[config.mk]
export PLATFORM = sky130hd
export DESIGN_NAME = serial_word_capture
export DESIGN_NICKNAME = d
export VERILOG_FILES = /design/src/rtl/serial_word_capture.sv
export SDC_FILE = /design/constraint.sdc
export NUM_CORES = 1
export LEC_CHECK = 0
export CAP_MARGIN = 10
export CORE_MARGIN = 1.5
export CORE_UTILIZATION = 45
export CTS_CLUSTER_SIZE = 12
export DETAILED_ROUTE_END_ITERATION = 8
export HOLD_SLACK_MARGIN = 0.12
export PLACE_DENSITY = 0.73
export SYNTH_ARGS = -nofsm -noshare
export SYNTH_HDL_FRONTEND = slang
export SYNTH_SLANG_ARGS = --single-unit
[constraint.sdc]
create_clock -name clock -period 1.4 [get_ports clock]
set_input_delay 0.21 -clock clock [delete_from_list [all_inputs] [get_ports clock]]
set_output_delay 0.21 -clock clock [all_outputs]
set_load 0.02 [all_outputs]
[src/rtl/serial_word_capture.sv]
// serial_word_capture: serial-in, parallel-out word receiver.
// Assembles WIDTH-bit words from a bit_valid-qualified serial stream. The bit
// order is chosen per word. The finished word goes to a double-buffered
// data_out with a valid/ready handshake. A sticky overrun flag records any word
// that was dropped because the consumer had not yet taken the previous one.
// Optional feature macro: SERIAL_CAPTURE_PARITY_EN. When it is defined, one
// even-parity bit follows the data bits and its check result goes to parity_err.
// When it is not defined, parity_err is tied low.
module serial_word_capture #(
  parameter int WIDTH = 8
) (
  input  logic             clock,
  input  logic             reset_n,
  input  logic             start,
  input  logic             msb_first,
  input  logic             serial_in,
  input  logic             bit_valid,
  input  logic             data_ready,
  input  logic             clear_overrun,
  output logic [WIDTH-1:0] data_out,
  output logic             data_valid,
  output logic             busy,
  output logic             overrun,
  output logic             parity_err
);

  localparam int CNT_W = $clog2(WIDTH + 1);

`ifdef SERIAL_CAPTURE_PARITY_EN
  typedef enum logic [1:0] {IDLE = 2'd0, SHIFT = 2'd1, PARITY = 2'd2} state_t;
`else
  typedef enum logic [1:0] {IDLE = 2'd0, SHIFT = 2'd1} state_t;
`endif

  state_t             state_q, state_d;
  logic [WIDTH-1:0]   sreg_q, sreg_d;
  logic [CNT_W-1:0]   count_q, count_d;
  logic               order_q, order_d;   // 1: MSB first for the current word
  logic [WIDTH-1:0]   shifted;
  logic [WIDTH-1:0]   word;
  logic               last_bit;
  logic               complete;
  logic               load;
  logic               drop;
`ifdef SERIAL_CAPTURE_PARITY_EN
  logic               word_par;
`endif

  // Shift the register by one bit in the order that was latched at start.
  assign shifted  = order_q ? {sreg_q[WIDTH-2:0], serial_in}
                            : {serial_in, sreg_q[WIDTH-1:1]};
  assign last_bit = (count_q == CNT_W'(WIDTH - 1));

  // Compute the next state and the shift datapath. Raise 'complete' on the
  // edge that finishes a word.
  always_comb begin
    // NOTE: every signal gets a default before the case so that no path can infer a latch.
    state_d  = state_q;
    sreg_d   = sreg_q;
    count_d  = count_q;
    order_d  = order_q;
    complete = 1'b0;
    word     = shifted;
`ifdef SERIAL_CAPTURE_PARITY_EN
    word_par = 1'b0;
`endif
    unique case (state_q)
      IDLE: begin
        // bit_valid is ignored here, including in the start cycle itself.
        if (start) begin
          state_d = SHIFT;
          count_d = '0;
          order_d = msb_first;
        end
      end
      SHIFT: begin
        if (bit_valid) begin
          sreg_d  = shifted;
          count_d = count_q + CNT_W'(1);
          if (last_bit) begin
`ifdef SERIAL_CAPTURE_PARITY_EN
            state_d  = PARITY;
`else
            state_d  = IDLE;
            complete = 1'b1;
`endif
          end
        end
      end
`ifdef SERIAL_CAPTURE_PARITY_EN
      PARITY: begin
        // The data bits are already in place. This edge samples the parity bit.
        if (bit_valid) begin
          state_d  = IDLE;
          complete = 1'b1;
          word     = sreg_q;
          word_par = (^sreg_q) ^ serial_in;
        end
      end
`endif
      default: state_d = IDLE;
    endcase
  end

  // Decide at completion whether the output buffer accepts the word or drops it.
  assign load = complete && (!data_valid || data_ready);
  assign drop = complete && data_valid && !data_ready;

  // Register the receiver control state. A reset in the middle of a word discards the partial bits.
  always_ff @(posedge clock or negedge reset_n) begin
    // NOTE: sequential state uses non-blocking assignments only; blocking here would race other flops.
    if (!reset_n) begin
      state_q <= IDLE;
      sreg_q  <= '0;
      count_q <= '0;
      order_q <= 1'b0;
    end else begin
      state_q <= state_d;
      sreg_q  <= sreg_d;
      count_q <= count_d;
      order_q <= order_d;
    end
  end

  // Output buffer and handshake. A completing word has priority over a plain consume.
  always_ff @(posedge clock or negedge reset_n) begin
    if (!reset_n) begin
      data_out   <= '0;
      data_valid <= 1'b0;
    end else if (load) begin
      data_out   <= word;
      data_valid <= 1'b1;
    end else if (data_valid && data_ready) begin
      data_valid <= 1'b0;
    end
  end

  // Sticky overrun flag. A drop in the same cycle as clear_overrun wins over the clear.
  always_ff @(posedge clock or negedge reset_n) begin
    if (!reset_n) begin
      overrun <= 1'b0;
    end else if (drop) begin
      overrun <= 1'b1;
    end else if (clear_overrun) begin
      overrun <= 1'b0;
    end
  end

`ifdef SERIAL_CAPTURE_PARITY_EN
  // parity_err describes data_out, so it changes only when data_out loads.
  always_ff @(posedge clock or negedge reset_n) begin
    if (!reset_n) begin
      parity_err <= 1'b0;
    end else if (load) begin
      parity_err <= word_par;
    end
  end
`else
  assign parity_err = 1'b0;
`endif

  assign busy = (state_q != IDLE);

endmodule

* Word-level counts from Yosys, hierarchy flattened *
Index checks and enable logic that the tools add are counted.

storage, ports and cells
  register bits after elaboration = 25
  input port bits = 8
  output and inout bits = 12
  logic and storage cells = 44

operators by class
  add/subtract/negate cells = 1
  eq/ne operators = 5
  multiplexer cells = 15
  reduce and logical (&&, ||, !) cells = 16

operators with widths
  cell                                                              count
  4-bit 2-to-1 mux                                                  2
  8-bit 2-to-1 mux                                                  1
  4-bit case mux with 2 select lines                                1
  2-bit nonzero test                                                4
  1-bit 2-to-1 mux                                                  7
  2-bit 2-to-1 mux                                                  3
  2-bit != test (second input constant)                             3
  3-bit AND reduction                                               2
  4-bit by 1-bit adder with 4-bit output (second input constant)    1
  4-bit by 3-bit == test with 1-bit output (second input constant)  1
  1-bit logical AND                                                 4
  2-bit case mux with 2 select lines                                1
  2-bit AND reduction                                               2
  2-bit by 1-bit == test with 1-bit output (second input constant)  1
  1-bit logical NOT                                                 2
  2-bit logical NOT                                                 1
  1-bit logical OR                                                  1

* Depth between registers and ports, before layout *
Gate-level depths: netlist (run 1).

  depth in word-level cells = 7
  mapped depth = 5
  mapped depth without buffers = 4

* Worst setup path after synthesis (run 1) *
OpenSTA, ideal clock, no wires.

  path type = register to register
  from = register count_q[0]
  to = register data_out[0]
  setup time = 0.125 ns
  arrival time = 1.294 ns
  data required time = 1.275 ns
  path slack = -0.019 ns
  stages on the path, launching flop included = 6
  buffers on the path = 1
  clock period less this slack = 1.419 ns
  path through = dfrtp_1 ha_1 nand4_2 nor3b_2 buf_6 mux2_4

on the way
  longest elaborated chain between the ends = 5

RTL lines
  what                                      RTL line  RTL
  start, declared                           37        logic [CNT_W-1:0] count_q, count_d;
  start signal, assigned                    120       count_q <= count_d;
  4-bit by 3-bit == test with 1-bit output  52        assign last_bit = (count_q == CNT_W'(WIDTH - 1));
  1-bit 2-to-1 mux                          80        if (last_bit) begin
  1-bit 2-to-1 mux                          77        if (bit_valid) begin
  1-bit 2-to-1 mux                          67        unique case (state_q)
  1-bit logical AND                         106       assign load = complete && (!data_valid || data_ready);
  end signal, assigned                      131       data_out <= word;
  end, declared                             20        output logic [WIDTH-1:0] data_out,

Every way passes these cells.
A chain may end at the register's enable or synchronous reset.

* Final worst setup path (run 1) *
  from = register count_q[1]
  to = register data_out[2]

Same word-level chain as after synthesis.

==> results of run 1 <==
[cell usage in the layout (no fill, tap or decap), types with 2 or more instances in the layout]
master            n
buf_4            11
dfrtp_1          23
dlygate4sd2_1    11
mux2_4            5
nand2_1          26
nand2b_1          2
mux2_2            5
o21ai_0           4
mux2i_1           8
nand3_1           2
clkdlybuf4s50_1   7
clkbuf_4          3
inv_1             4
[flip-flops by register name, indices dropped and copies added (netlist names)]
name / count
count_q: 4
data_out: 8
data_valid: 1
order_q: 1
overrun: 1
sreg_q: 8
state_q: 1
[worst paths after layout]
kind,start,slack [ps],to,cells past startpoint
setup / recovery,count_q[1],-30,data_out[2],5
hold / removal,reset_n,240,data_out[3],2
setup reg to reg,count_q[1],-30,data_out[2],5
hold reg to reg,sreg_q[0],490,sreg_q[0],2
max in group asynchronous,reset_n,910,state_q[0],2
min in group clock,msb_first,430,order_q,3
[synthesized netlist by cell type]
cell / instances / area [um^2]
a21o_1: 1 / 7.510
a22o_1: 1 / 8.760
and2_1: 1 / 6.260
and2b_1: 1 / 7.510
buf_2: 3 / 15.01
buf_4: 1 / 7.510
buf_6: 1 / 11.26
conb_1: 1 / 3.750
dfrtp_1: 24 / 600.6
ha_1: 1 / 12.51
inv_1: 4 / 15.01
mux2_2: 5 / 56.30
mux2_4: 5 / 75.07
mux2i_1: 8 / 80.08
nand2_1: 26 / 97.59
nand2b_1: 2 / 12.51
nand3_1: 2 / 10.01
nand4_1: 1 / 6.260
nand4_2: 1 / 12.51
nor2b_1: 1 / 6.260
nor3b_2: 1 / 12.51
o21ai_0: 4 / 20.02
o22ai_1: 1 / 6.260
or2_2: 1 / 6.260
[kinds of logic (layout without fill, tap and decap cells)]
| family | count (synthesis) | in the layout |
|---|---|---|
| AOI/OAI and AO/OA | 7 | 7 |
| adders and majority gates | 1 | 1 |
| buffers and inverters | 9 | 38 |
| muxes | 18 | 18 |
| other | 1 | 1 |
| and+or+nand+nor | 37 | 37 |
| DFF | 24 | 24 |
[metal layers]
| metal | wire length, um | vias up | share of wire [%] |
|---|---|---|---|
| met3 | 51 | 2 | 2.5 |
| li1 | - | 378 | - |
| met5 | 0 | - | 0 |
| met1 | 1001 | 358 | 49 |
| met4 | 19 | 0 | 0.93 |
| met2 | 962 | 11 | 47 |
[cell type report]
cell class	count	area share [%]
sequential	24	42.45
multi-input combinational	64	33.10
timing repair buffer	30	18.36
clock buffer	4	2.560
tap	28	2.471
inverter	4	1.059
[worst max-delay path, cell delays in order (launching register included)]
cell     delay, ps
dfrtp_1        410
ha_4           170
nand4_4         90
nor3b_2        160
buf_4          190
mux2_4         310
[repair_timing]
action                                 4_1_cts  5_1_grt
hold buffers                                 0        0
endpoints found under the hold margin        0        0
pin swaps                                    1        0
cloned                                       0        0
setup endpoints to repair                   19        8
setup buffers                                1        0
resized for setup                           14        1
[per-stage QoR]
stage                     area, um^2  TNS (ps)  hold WS, ps  util, %
after floorplan                 1100    -90.82       -85.59        -
after global placement          1364     -1522        463.8    60.49
after detailed placement        1364     -1616        468.2    60.49
after CTS                       1414    -174.2        235.5    62.71
after global routing            1418    -855.5        261.6    62.87
final                           1418    -122.0        236.0    62.87
[where the power goes]
group	switching [mW]	leakage [nW]	internal (mW)
registers	0.239	0.306	0.956
clock network	0.203	0.0210	0.159
logic	0.512	0.393	0.577
==> results_tabular.tex, run 1 <==
\begin{tabular}{lr}
\hline
Metric & Value \\
\hline
\multicolumn{2}{l}{\textbf{Status}} \\
\quad Run status & finished with violations \\
\quad Violations in the final reports & negative setup slack \\
\multicolumn{2}{l}{\textbf{Critical path}} \\
\quad Worst-path maximum fanout & 6 \\
\quad CP endpoint kind & flip-flop \\
\quad WP data arrival & 1640 ps \\
\quad Startpoint class of the critical path & flip-flop \\
\quad Critical setup path kind & flip-flop to flip-flop \\
\quad Critical path required time & 1610 ps \\
\multicolumn{2}{l}{\textbf{CTS}} \\
\quad Number of buffers created by CTS & 3 \\
\quad Master cell of the clock root buffer & clkbuf\_4 \\
\quad CTS HTree Levels & 1 \\
\quad Clock edge transition at the registers on the reported setup and hold paths & 130 ps \\
\quad Clock latency of the later-clocked register in the worst-skew pair & 310 ps \\
\quad Clk sinks & 24 \\
\quad Clock tree from TritonCTS & done \\
\quad Maximum number of buffers from clock root to sink & 2 \\
\multicolumn{2}{l}{\textbf{Place}} \\
\quad Post-Place Worst Slack & -212.0 ps \\
\quad Gpl congestion & 0.8202 \\
\quad Number of instances in the placed design & around 150 \\
\quad Detailed Place HPWL & 1.494 mm \\
\quad Port bufs & 18 \\
\multicolumn{2}{l}{\textbf{Logic synthesis}} \\
\quad Netlist area before placement & between 1000 and 1500 um\^{}2 \\
\quad Share of the synthesized netlist area taken by xor and xnor gates & 0\% \\
\quad Compound-Gate Fraction of Synth Area & 3.877\% \\
\quad Average instance area after synthesis & 11.31 um\^{}2 \\
\quad Mapped Nets & 106 \\
\quad Fraction of synthesized area in multiplexers & 19.27\% \\
\quad Mapped Cells & 97 \\
\quad Largest family of logic cells by synthesized area & multiplexers \\
\quad Synth warn & 0 \\
\quad Count of state elements after synthesis & 24 \\
\quad Share of synthesized area occupied by flip-flops and latches & between 50 and 60\% \\
\quad Synthesized-area fraction occupied by adder cells & 1.140\% \\
\quad Synth cell types & 24 \\
\quad Area share of and/or/nand/nor cells after synthesis & between 15 and 20\% \\
\multicolumn{2}{l}{\textbf{Global routing}} \\
\quad Antenna violations before repair & 0 \\
\quad GR met2 Demand/Resource & 28.33\% \\
\quad Via count of the first global-routing pass & 792 \\
\quad Leftover overflow at the end of global routing & 0 \\
\quad Busiest grt layer & met2 \\
\quad All-Layer GR Usage & 17.13\% \\
\quad Maximum number of pins on one net before global-route repair & 25 \\
\quad Wire length of the first global-routing pass & 3.484 mm \\
\quad GR Util met3 & roughly 2.6\% \\
\quad Met1 routing resource usage after global routing & a little under a quarter \\
\multicolumn{2}{l}{\textbf{Hold path}} \\
\quad Min-delay worst type & input pin to async pin \\
\multicolumn{2}{l}{\textbf{Power}} \\
\quad Total power after layout & 2.645 mW \\
\quad Maximum vdd drop & 0.001062 V \\
\quad Lkg Pwr & approximately 0.72 nW \\
\quad Cell Pwr Density & $\sim$1900 nW/um\^{}2 \\
\multicolumn{2}{l}{\textbf{STA}} \\
\quad Final setup fails & 5 \\
\quad Maximum achievable frequency & 0.6991 GHz \\
\quad Setup repair after global routing missed its margin & yes \\
\quad Crit path time final & between 1000 and 1500 ps \\
\quad Share of the cycle needed by the critical path after routing & 102.2\% \\
\quad Final setup slack of the worst path & -30.48 ps \\
\quad Max-slew violation count & 0 \\
\quad Count of final hold-check violations & 0 \\
\quad Worst Clk Skew & 2.371 ps \\
\multicolumn{2}{l}{\textbf{Finish}} \\
\quad Non-filler cells in the finished layout & approximately 150 \\
\quad Final antenna diode count & 0 \\
\quad Fill cells & 204 \\
\quad Register area & roughly 600 um\^{}2 \\
\quad Area added between synthesis and finish & 29.19\% \\
\quad Footprint of the multi-input gates & between 400 and 500 um\^{}2 \\
\quad \# nets final & 136 \\
\quad Fraction of final layout cells sized beyond drive strength 1 & 24.60\% \\
\multicolumn{2}{l}{\textbf{Detailed routing}} \\
\quad DRC violation count after routing & 0 \\
\quad Aggregate routed wire length & 2.035 mm \\
\quad Detailed Routing Iterations Pass 1 & 4 \\
\quad WL per Instance & 13.21 um \\
\quad Detail Route Antenna Nets & 0 \\
\quad Via count & 749 \\
\quad Via density per instance & between 4 and 5 \\
\quad Iteration-0 DRC Markers & 8 \\
\multicolumn{2}{l}{\textbf{Die}} \\
\quad Die Outline Area & 2744 um\^{}2 \\
\quad Chip height & roughly 52 um \\
\quad Site row count & 17 \\
\quad Die X & 52.38 um \\
\quad Total core area & 2255 um\^{}2 \\
\quad Number of top-level pins & 20 \\
\quad Initial cell density of the core & 48.67\% \\
\multicolumn{2}{l}{\textbf{Flow run}} \\
\quad Max capacitance violation total & 0 \\
\hline
\end{tabular}
Power figures use the tool's default switching activity.
==> inputs of run 2 (changes only) <==
--- a/config.mk
+++ b/config.mk
@@ -11,7 +11,7 @@
 export CTS_CLUSTER_SIZE = 12
 export DETAILED_ROUTE_END_ITERATION = 8
 export HOLD_SLACK_MARGIN = 0.12
-export PLACE_DENSITY = 0.73
+export PLACE_DENSITY = 0.8
 export SYNTH_ARGS = -nofsm -noshare
 export SYNTH_HDL_FRONTEND = slang
 export SYNTH_SLANG_ARGS = --single-unit
==> run 2 against run 1 <==
The flow still finishes with violations (negative setup slack). Clock skew rose by 2.6 ps. Routed wire length fell by 3.1%. Final area rose by 0.79%. Power rose by 1.3%. Clock-buffer cell count did not move. Die area did not move. Register-to-register slack barely moved. Critical endpoint unchanged.
==> results_tabular.tex, run 2 (synthesized netlist as in run 1, its figures left out) <==
\begin{tabular}{lr}
\hline
Metric & Value \\
\hline
\multicolumn{2}{l}{\textbf{Status}} \\
\quad Run status & finished with violations (unchanged) \\
\quad Violations in the final reports & negative setup slack (unchanged) \\
\multicolumn{2}{l}{\textbf{Global routing}} \\
\quad All-Layer GR Usage & 18.24\% (was 17.13\%) \\
\quad Wire length of the first global-routing pass & 3.512 mm (was 3.484 mm) \\
\quad Antenna violations before repair & 0 (unchanged) \\
\quad Leftover overflow at the end of global routing & 0 (unchanged) \\
\quad Via count of the first global-routing pass & 786 (was 792) \\
\quad Maximum number of pins on one net before global-route repair & 25 (unchanged) \\
\multicolumn{2}{l}{\textbf{CTS}} \\
\quad Clock tree from TritonCTS & done (unchanged) \\
\quad Clock edge transition at the registers on the reported setup and hold paths & 130 ps (about the same) \\
\quad CTS hold repair buffers & 0 (unchanged) \\
\quad Master cell of the clock root buffer & clkbuf\_4 (unchanged) \\
\quad CTS HTree Levels & 1 (unchanged) \\
\quad Clock latency of the later-clocked register in the worst-skew pair & 330 ps (was 310 ps) \\
\quad Maximum number of buffers from clock root to sink & 2 (unchanged) \\
\quad Clk sinks & 24 (unchanged) \\
\quad Number of buffers created by CTS & 3 (unchanged) \\
\multicolumn{2}{l}{\textbf{Place}} \\
\quad Gpl congestion & 0.7927 (was 0.8202) \\
\quad Port bufs & 18 (unchanged) \\
\quad Number of instances in the placed design & 149 (unchanged) \\
\quad Placement-stage cell area & 1364 um\^{}2 (unchanged) \\
\quad Detailed Place HPWL & 1.473 mm (was 1.494 mm) \\
\multicolumn{2}{l}{\textbf{Detailed routing}} \\
\quad Iteration-0 DRC Markers & 6 (was 8) \\
\quad Top Layer Used & met4 (unchanged) \\
\quad Aggregate routed wire length & 1.972 mm (was 2.035 mm) \\
\quad WL per Instance & 12.72 um (was 13.21 um) \\
\quad Metal1 wirelength & 957 um (was 1.001 mm) \\
\quad Detail Route Antenna Nets & 0 (unchanged) \\
\quad Detailed Routing Iterations Pass 1 & 5 (was 4) \\
\quad Detail Route met2 WL & 891 um (was 962 um) \\
\quad Via density per instance & 5.097 (was 4.864) \\
\quad DRC violation count after routing & 0 (unchanged) \\
\quad Metal3 WL & 61 um (was 51 um) \\
\quad Via count & 790 (was 749) \\
\multicolumn{2}{l}{\textbf{STA}} \\
\quad Crit path time final & 1436 ps (was 1430 ps) \\
\quad Max-slew violation count & 0 (unchanged) \\
\quad Final setup fails & 5 (unchanged) \\
\quad Final setup slack of the worst path & -36.15 ps (was -30.48 ps) \\
\quad Worst Clk Skew & 4.944 ps (was 2.371 ps) \\
\quad Count of final hold-check violations & 0 (unchanged) \\
\quad Maximum achievable frequency & 0.6963 GHz (was 0.6991 GHz) \\
\quad Setup repair after global routing missed its margin & yes (unchanged) \\
\quad Share of the cycle needed by the critical path after routing & 102.6\% (was 102.2\%) \\
\quad Post-Route Setup TNS & -134.5 ps (was -122.0 ps) \\
\multicolumn{2}{l}{\textbf{Finish}} \\
\quad Final design area excluding fillers & 1429 um\^{}2 (was 1418 um\^{}2) \\
\quad Top flop regs & data\_out (8), sreg\_q (8), count\_q (4) (unchanged) \\
\quad Fraction of final layout cells sized beyond drive strength 1 & 25.20\% (was 24.60\%) \\
\quad Final antenna diode count & 0 (unchanged) \\
\quad Non-filler cells in the finished layout & 155 (was 154) \\
\quad Core occupancy in the finished layout & 63.37\% (was 62.87\%) \\
\quad Most common cell after layout, fill and taps aside & nand2\_1 (unchanged) \\
\quad Most frequent cells in the layout & nand2\_1 (26), dfrtp\_1 (23), dlygate4sd2\_1 (11), buf\_4 (11), mux2i\_1 (8) (unchanged) \\
\quad Area added between synthesis and finish & 30.22\% (was 29.19\%) \\
\quad \# nets final & 137 (was 136) \\
\multicolumn{2}{l}{\textbf{Die}} \\
\quad Total core area & 2255 um\^{}2 (unchanged) \\
\quad Die Outline Area & 2744 um\^{}2 (unchanged) \\
\quad Number of top-level pins & 20 (unchanged) \\
\quad Site row count & 17 (unchanged) \\
\quad Die X & 52.38 um (unchanged) \\
\quad Initial cell density of the core & 48.67\% (unchanged) \\
\quad Chip height & 52.38 um (unchanged) \\
\multicolumn{2}{l}{\textbf{Critical path}} \\
\quad CP endpoint kind & flip-flop (unchanged) \\
\quad Critical path required time & 1630 ps (was 1610 ps) \\
\quad Startpoint of the lowest-slack register-to-register path & count\_q[1] (unchanged) \\
\quad Endpoint of the most critical register-to-register path & data\_out[2] (unchanged) \\
\quad Worst-path maximum fanout & 7 (was 6) \\
\quad Standard cell with the maximum stage delay on the critical path & dfrtp\_1 (unchanged) \\
\quad Cell chain of the critical path & ha\_4 > nand4\_4 > nor3b\_2 > buf\_6 > mux2\_4 (was ha\_4 > nand4\_4 > nor3b\_2 > buf\_4 > mux2\_4) \\
\quad Critical setup path kind & flip-flop to flip-flop (unchanged) \\
\quad Critical path's largest stage delay & 430 ps (was 410 ps) \\
\quad Startpoint class of the critical path & flip-flop (unchanged) \\
\quad WP data arrival & 1660 ps (was 1640 ps) \\
\quad Register-to-register path setup slack & -40 ps (was -30 ps) \\
\quad Worst Reg2Reg Path Length in Cells & 5 (unchanged) \\
\multicolumn{2}{l}{\textbf{Power}} \\
\quad Lkg Pwr & 0.7266 nW (was 0.7198 nW) \\
\quad Total power after layout & 2.680 mW (was 2.645 mW) \\
\quad Cell Pwr Density & 1876 nW/um\^{}2 (was 1866 nW/um\^{}2) \\
\quad Maximum vdd drop & 0.0009417 V (was 0.001062 V) \\
\multicolumn{2}{l}{\textbf{Hold path}} \\
\quad Min-delay worst type & input pin to async pin (unchanged) \\
\multicolumn{2}{l}{\textbf{Flow run}} \\
\quad Max capacitance violation total & 0 (unchanged) \\
\hline
\end{tabular}
run 2: what timing repair did:
action,4_1_cts,5_1_grt
setup endpoints to repair,19,9
resized for setup,13,3
setup buffers,1,1
pin swaps,1,0
cloned,0,0
run 2: worst max path at each step:
stage | start | endpoint | slack [ps]
floorplan | count_q[0] | data_out[0] | -20
global placement | bit_valid | data_out[2] | -200
detailed placement | bit_valid | data_out[2] | -230
CTS | count_q[1] | data_out[2] | -40
global route | count_q[1] | data_out[2] | -90
finish | count_q[1] | data_out[2] | -40
run 2: cell type report:
class	count	area, um^2
Timing Repair Buffer	31	271.5
Sequential cell	24	601.8
Fill cell	193	825.8
Multi-Input combinational cell	64	469.2
Inverter	4	15.01
Tap cell	28	35.03
Clock buffer	4	36.28
run 2: report_power, final:
| group | leakage [nW] | internal [mW] | switching (mW) | total [mW] |
|---|---|---|---|---|
| logic | 0.400 | 0.598 | 0.510 | 1.11 |
| clock network | 0.0210 | 0.160 | 0.213 | 0.373 |
| registers | 0.306 | 0.956 | 0.244 | 1.20 |
run 2: metal layers:
| metal | track usage, % | vias up |
|---|---|---|
| li1 | - | 382 |
| met1 | 24.49 | 385 |
| met2 | 26.88 | 18 |
| met3 | 2.571 | 5 |
| met4 | 12.82 | 0 |
| met5 | 0 | - |
run 2: through the flow:
stage / setup WS [ps] / hold slack [ps]
floorplan: -18.16 / -85.59
global placement: -199.9 / 456.5
detailed placement: -225.2 / 458.4
CTS: -41.89 / 212.5
global route: -86.76 / 253.1
finish: -36.15 / 214.4
run 2: worst max-delay path: cells and delay by family, from the launching register on:
kind          cells  cell delay [ps]
simple gates      2              270
flops             1              430
fa+ha+maj         1              170
buf+inv           1              160
mux               1              300
==> inputs of run 3 (changes only) <==
--- a/config.mk
+++ b/config.mk
@@ -7,11 +7,11 @@
 export LEC_CHECK = 0
 export CAP_MARGIN = 10
 export CORE_MARGIN = 1.5
-export CORE_UTILIZATION = 45
+export CORE_UTILIZATION = 30
 export CTS_CLUSTER_SIZE = 12
 export DETAILED_ROUTE_END_ITERATION = 8
 export HOLD_SLACK_MARGIN = 0.12
-export PLACE_DENSITY = 0.8
+export PLACE_DENSITY = 0.59
 export SYNTH_ARGS = -nofsm -noshare
 export SYNTH_HDL_FRONTEND = slang
 export SYNTH_SLANG_ARGS = --single-unit
==> run 3 against run 2 <==
The flow still finishes with violations (negative setup slack). Die area is 47% higher. Clock skew is 4.2 ps lower. Core utilization is 20 points lower. Flip-flop and latch count is the same. Final cell count up 13%. First-iteration DRC count rose to 3.7 times the previous value. Routed wire length grew 7.4%. Via count fell by 2.8%. Worst hold slack improved by 21 ps. Critical endpoint is now data_out[6]. Largest power group is now combinational logic. Highest routed layer unchanged.
==> results_tabular.tex, run 3 (synthesized netlist as in run 1, its figures left out) <==
\begin{tabular}{lr}
\hline
Metric & Value \\
\hline
\multicolumn{2}{l}{\textbf{CTS}} \\
\quad Number of buffers created by CTS & 3 (unchanged) \\
\quad Clk sinks & 24 (unchanged) \\
\quad CTS HTree Levels & 1 (unchanged) \\
\quad Clock latency of the later-clocked register in the worst-skew pair & 310 ps (was 330 ps) \\
\quad Clock edge transition at the registers on the reported setup and hold paths & 130 ps (about the same) \\
\quad Clock tree from TritonCTS & done (unchanged) \\
\quad Master cell of the clock root buffer & clkbuf\_4 (unchanged) \\
\quad Maximum number of buffers from clock root to sink & 2 (unchanged) \\
\quad CTS hold repair buffers & 0 (unchanged) \\
\multicolumn{2}{l}{\textbf{Finish}} \\
\quad Fraction of final layout cells sized beyond drive strength 1 & 25.58\% (was 25.20\%) \\
\quad Most frequent cells in the layout & nand2\_1 (26), dfrtp\_1 (24), buf\_4 (14) (was nand2\_1 (26), dfrtp\_1 (23), dlygate4sd2\_1 (11), buf\_4 (11), mux2i\_1 (8)) \\
\quad Footprint of the multi-input gates & 469.2 um\^{}2 (unchanged) \\
\quad Most common cell after layout, fill and taps aside & nand2\_1 (unchanged) \\
\quad Final design area excluding fillers & 1470 um\^{}2 (was 1429 um\^{}2) \\
\quad Final antenna diode count & 0 (unchanged) \\
\quad \# nets final & 139 (was 137) \\
\quad Top flop regs & data\_out (8), sreg\_q (8), count\_q (4) (unchanged) \\
\quad Register area & 600.6 um\^{}2 (was 601.8 um\^{}2) \\
\quad Fill cells & 340 (was 193) \\
\quad Area added between synthesis and finish & 33.98\% (was 30.22\%) \\
\multicolumn{2}{l}{\textbf{Detailed routing}} \\
\quad WL per Instance & 12.10 um (was 12.72 um) \\
\quad DRC violation count after routing & 0 (unchanged) \\
\quad Iteration-0 DRC Markers & 22 (was 6) \\
\quad Detail Route Antenna Nets & 0 (unchanged) \\
\quad Via count & 768 (was 790) \\
\quad Via density per instance & 4.389 (was 5.097) \\
\quad Detailed Routing Iterations Pass 1 & 2 (was 5) \\
\quad Aggregate routed wire length & 2.117 mm (was 1.972 mm) \\
\multicolumn{2}{l}{\textbf{Global routing}} \\
\quad Via count of the first global-routing pass & 813 (was 786) \\
\quad Maximum number of pins on one net before global-route repair & 25 (unchanged) \\
\quad Antenna violations before repair & 0 (unchanged) \\
\quad All-Layer GR Usage & 11.62\% (was 18.24\%) \\
\quad Leftover overflow at the end of global routing & 0 (unchanged) \\
\quad Wire length of the first global-routing pass & 3.705 mm (was 3.512 mm) \\
\multicolumn{2}{l}{\textbf{Status}} \\
\quad Run status & finished with violations (unchanged) \\
\quad Violations in the final reports & negative setup slack (unchanged) \\
\multicolumn{2}{l}{\textbf{Place}} \\
\quad Gpl congestion & 0.7075 (was 0.7927) \\
\quad Placement-stage cell area & 1399 um\^{}2 (was 1364 um\^{}2) \\
\quad Port bufs & 18 (unchanged) \\
\quad Detailed Place HPWL & 1.568 mm (was 1.473 mm) \\
\multicolumn{2}{l}{\textbf{STA}} \\
\quad Share of the cycle needed by the critical path after routing & 101.5\% (was 102.6\%) \\
\quad Crit path time final & 1421 ps (was 1436 ps) \\
\quad Maximum achievable frequency & 0.7036 GHz (was 0.6963 GHz) \\
\quad Max-slew violation count & 0 (unchanged) \\
\quad Setup repair after global routing missed its margin & yes (unchanged) \\
\quad Worst Clk Skew & 0.7655 ps (was 4.944 ps) \\
\quad Final setup slack of the worst path & -21.23 ps (was -36.15 ps) \\
\quad Post-Route Setup TNS & -64.48 ps (was -134.5 ps) \\
\quad Final setup fails & 4 (was 5) \\
\quad Count of final hold-check violations & 0 (unchanged) \\
\multicolumn{2}{l}{\textbf{Power}} \\
\quad Combinational share of power & 44.7\% (was 41.3\%) \\
\quad Power share of the sequential group & 42.0\% (was 44.8\%) \\
\quad Portion of total power attributed to the clock network & 13.3\% (was 13.9\%) \\
\quad Lkg Pwr & 0.7394 nW (was 0.7266 nW) \\
\quad Cell Pwr Density & 1868 nW/um\^{}2 (was 1876 nW/um\^{}2) \\
\quad Net switching power figure & 0.9722 mW (was 0.9671 mW) \\
\quad Maximum vdd drop & 0.0008725 V (was 0.0009417 V) \\
\quad Switching part of the total & 35.40\% (was 36.09\%) \\
\quad Internal power & 1.774 mW (was 1.713 mW) \\
\multicolumn{2}{l}{\textbf{Die}} \\
\quad Site row count & 21 (was 17) \\
\quad Initial cell density of the core & 32.12\% (was 48.67\%) \\
\quad Total core area & 3416 um\^{}2 (was 2255 um\^{}2) \\
\quad Die Outline Area & 4030 um\^{}2 (was 2744 um\^{}2) \\
\quad Chip height & 63.48 um (was 52.38 um) \\
\quad Number of top-level pins & 20 (unchanged) \\
\quad Die X & 63.48 um (was 52.38 um) \\
\multicolumn{2}{l}{\textbf{Critical path}} \\
\quad Startpoint of the lowest-slack register-to-register path & count\_q[0] (was count\_q[1]) \\
\quad WP data arrival & 1630 ps (was 1660 ps) \\
\quad Standard cell with the maximum stage delay on the critical path & dfrtp\_1 (unchanged) \\
\quad Worst-path maximum fanout & 5 (was 7) \\
\quad Critical path required time & 1610 ps (was 1630 ps) \\
\quad Cell chain of the critical path & ha\_4 > nand4\_4 > nor3b\_2 > buf\_4 > mux2\_4 (was ha\_4 > nand4\_4 > nor3b\_2 > buf\_6 > mux2\_4) \\
\quad Critical setup path kind & flip-flop to flip-flop (unchanged) \\
\quad CP endpoint kind & flip-flop (unchanged) \\
\quad Startpoint class of the critical path & flip-flop (unchanged) \\
\quad Critical path's largest stage delay & 410 ps (was 430 ps) \\
\quad Crit. Startpoint & count\_q[0] (was count\_q[1]) \\
\multicolumn{2}{l}{\textbf{Hold path}} \\
\quad Min-delay worst type & input pin to async pin (unchanged) \\
\multicolumn{2}{l}{\textbf{Flow run}} \\
\quad Max capacitance violation total & 0 (unchanged) \\
\hline
\end{tabular}
==> run 3: timing repair <==
action / in CTS / in global routing
gates resized for setup: 11 / 2
endpoints found under the hold margin: 0 / 0
setup buffers: 0 / 4
endpoints found under the setup margin: 17 / 7
pin swaps: 3 / 2
==> run 3: metrics by stage <==
stage	cells	util [%]	total power, mW	hold WS [ps]	setup slack (ps)
2_1_floorplan	97	-	1.830	-85.59	-18.16
5_1_grt	175	43.04	2.976	255.8	-89.52
3_3_place_gp	167	40.95	2.343	452.6	-241.4
3_5_place_dp	167	40.95	2.383	464.2	-262.4
6_report	175	43.04	2.747	234.9	-21.23
4_1_cts	171	41.61	2.670	239.2	-76.39
==> run 3: power groups by stage <==
| stage | logic [mW] | clock network (mW) | registers [mW] |
|---|---|---|---|
| 2_1_floorplan | 0.579 | 0 | 1.25 |
| 3_3_place_gp | 1.20 | 0 | 1.14 |
| 3_5_place_dp | 1.23 | 0 | 1.15 |
| 4_1_cts | 1.15 | 0.380 | 1.14 |
| 5_1_grt | 1.37 | 0.414 | 1.19 |
| 6_report | 1.23 | 0.364 | 1.15 |
==> run 3: path summary, 6_finish.rpt <==
| kind | slack (ps) | endpoint | cells after the start |
|---|---|---|---|
| setup / recovery | -20 | data_out[6] | 5 |
| hold / removal | 230 | state_q[0] | 2 |
| setup reg to reg | -20 | data_out[6] | 5 |
| hold reg to reg | 500 | sreg_q[0] | 2 |
| max in group asynchronous | 920 | sreg_q[2] | 2 |
| min in group clock | 440 | order_q | 3 |
==> run 3: worst max-delay path, delay by kind of cell, from the launching register on <==
family | cells | cell delay (ps)
fa+ha+maj | 1 | 170
mux | 1 | 300
simple gates | 2 | 260
buf+inv | 1 | 180
flops | 1 | 410
==> run 3: layer usage <==
| metal | share of wire, % | GRT usage (%) | vias to the layer above |
|---|---|---|---|
| met4 | 0.66 | 4.076 | 0 |
| met1 | 46 | 14.70 | 374 |
| met3 | 2.5 | 2.143 | 2 |
| met2 | 51 | 19.74 | 10 |
| met5 | 0 | 0 | - |
| li1 | - | - | 382 |
==> run 3: cell type report <==
class / instances / area share (%)
clock buffers: 4 / 2.468
inverters: 4 / 1.021
multi-input cells: 64 / 31.91
repair buffers: 33 / 19.83
flip-flops and latches: 24 / 40.85
well taps: 46 / 3.915
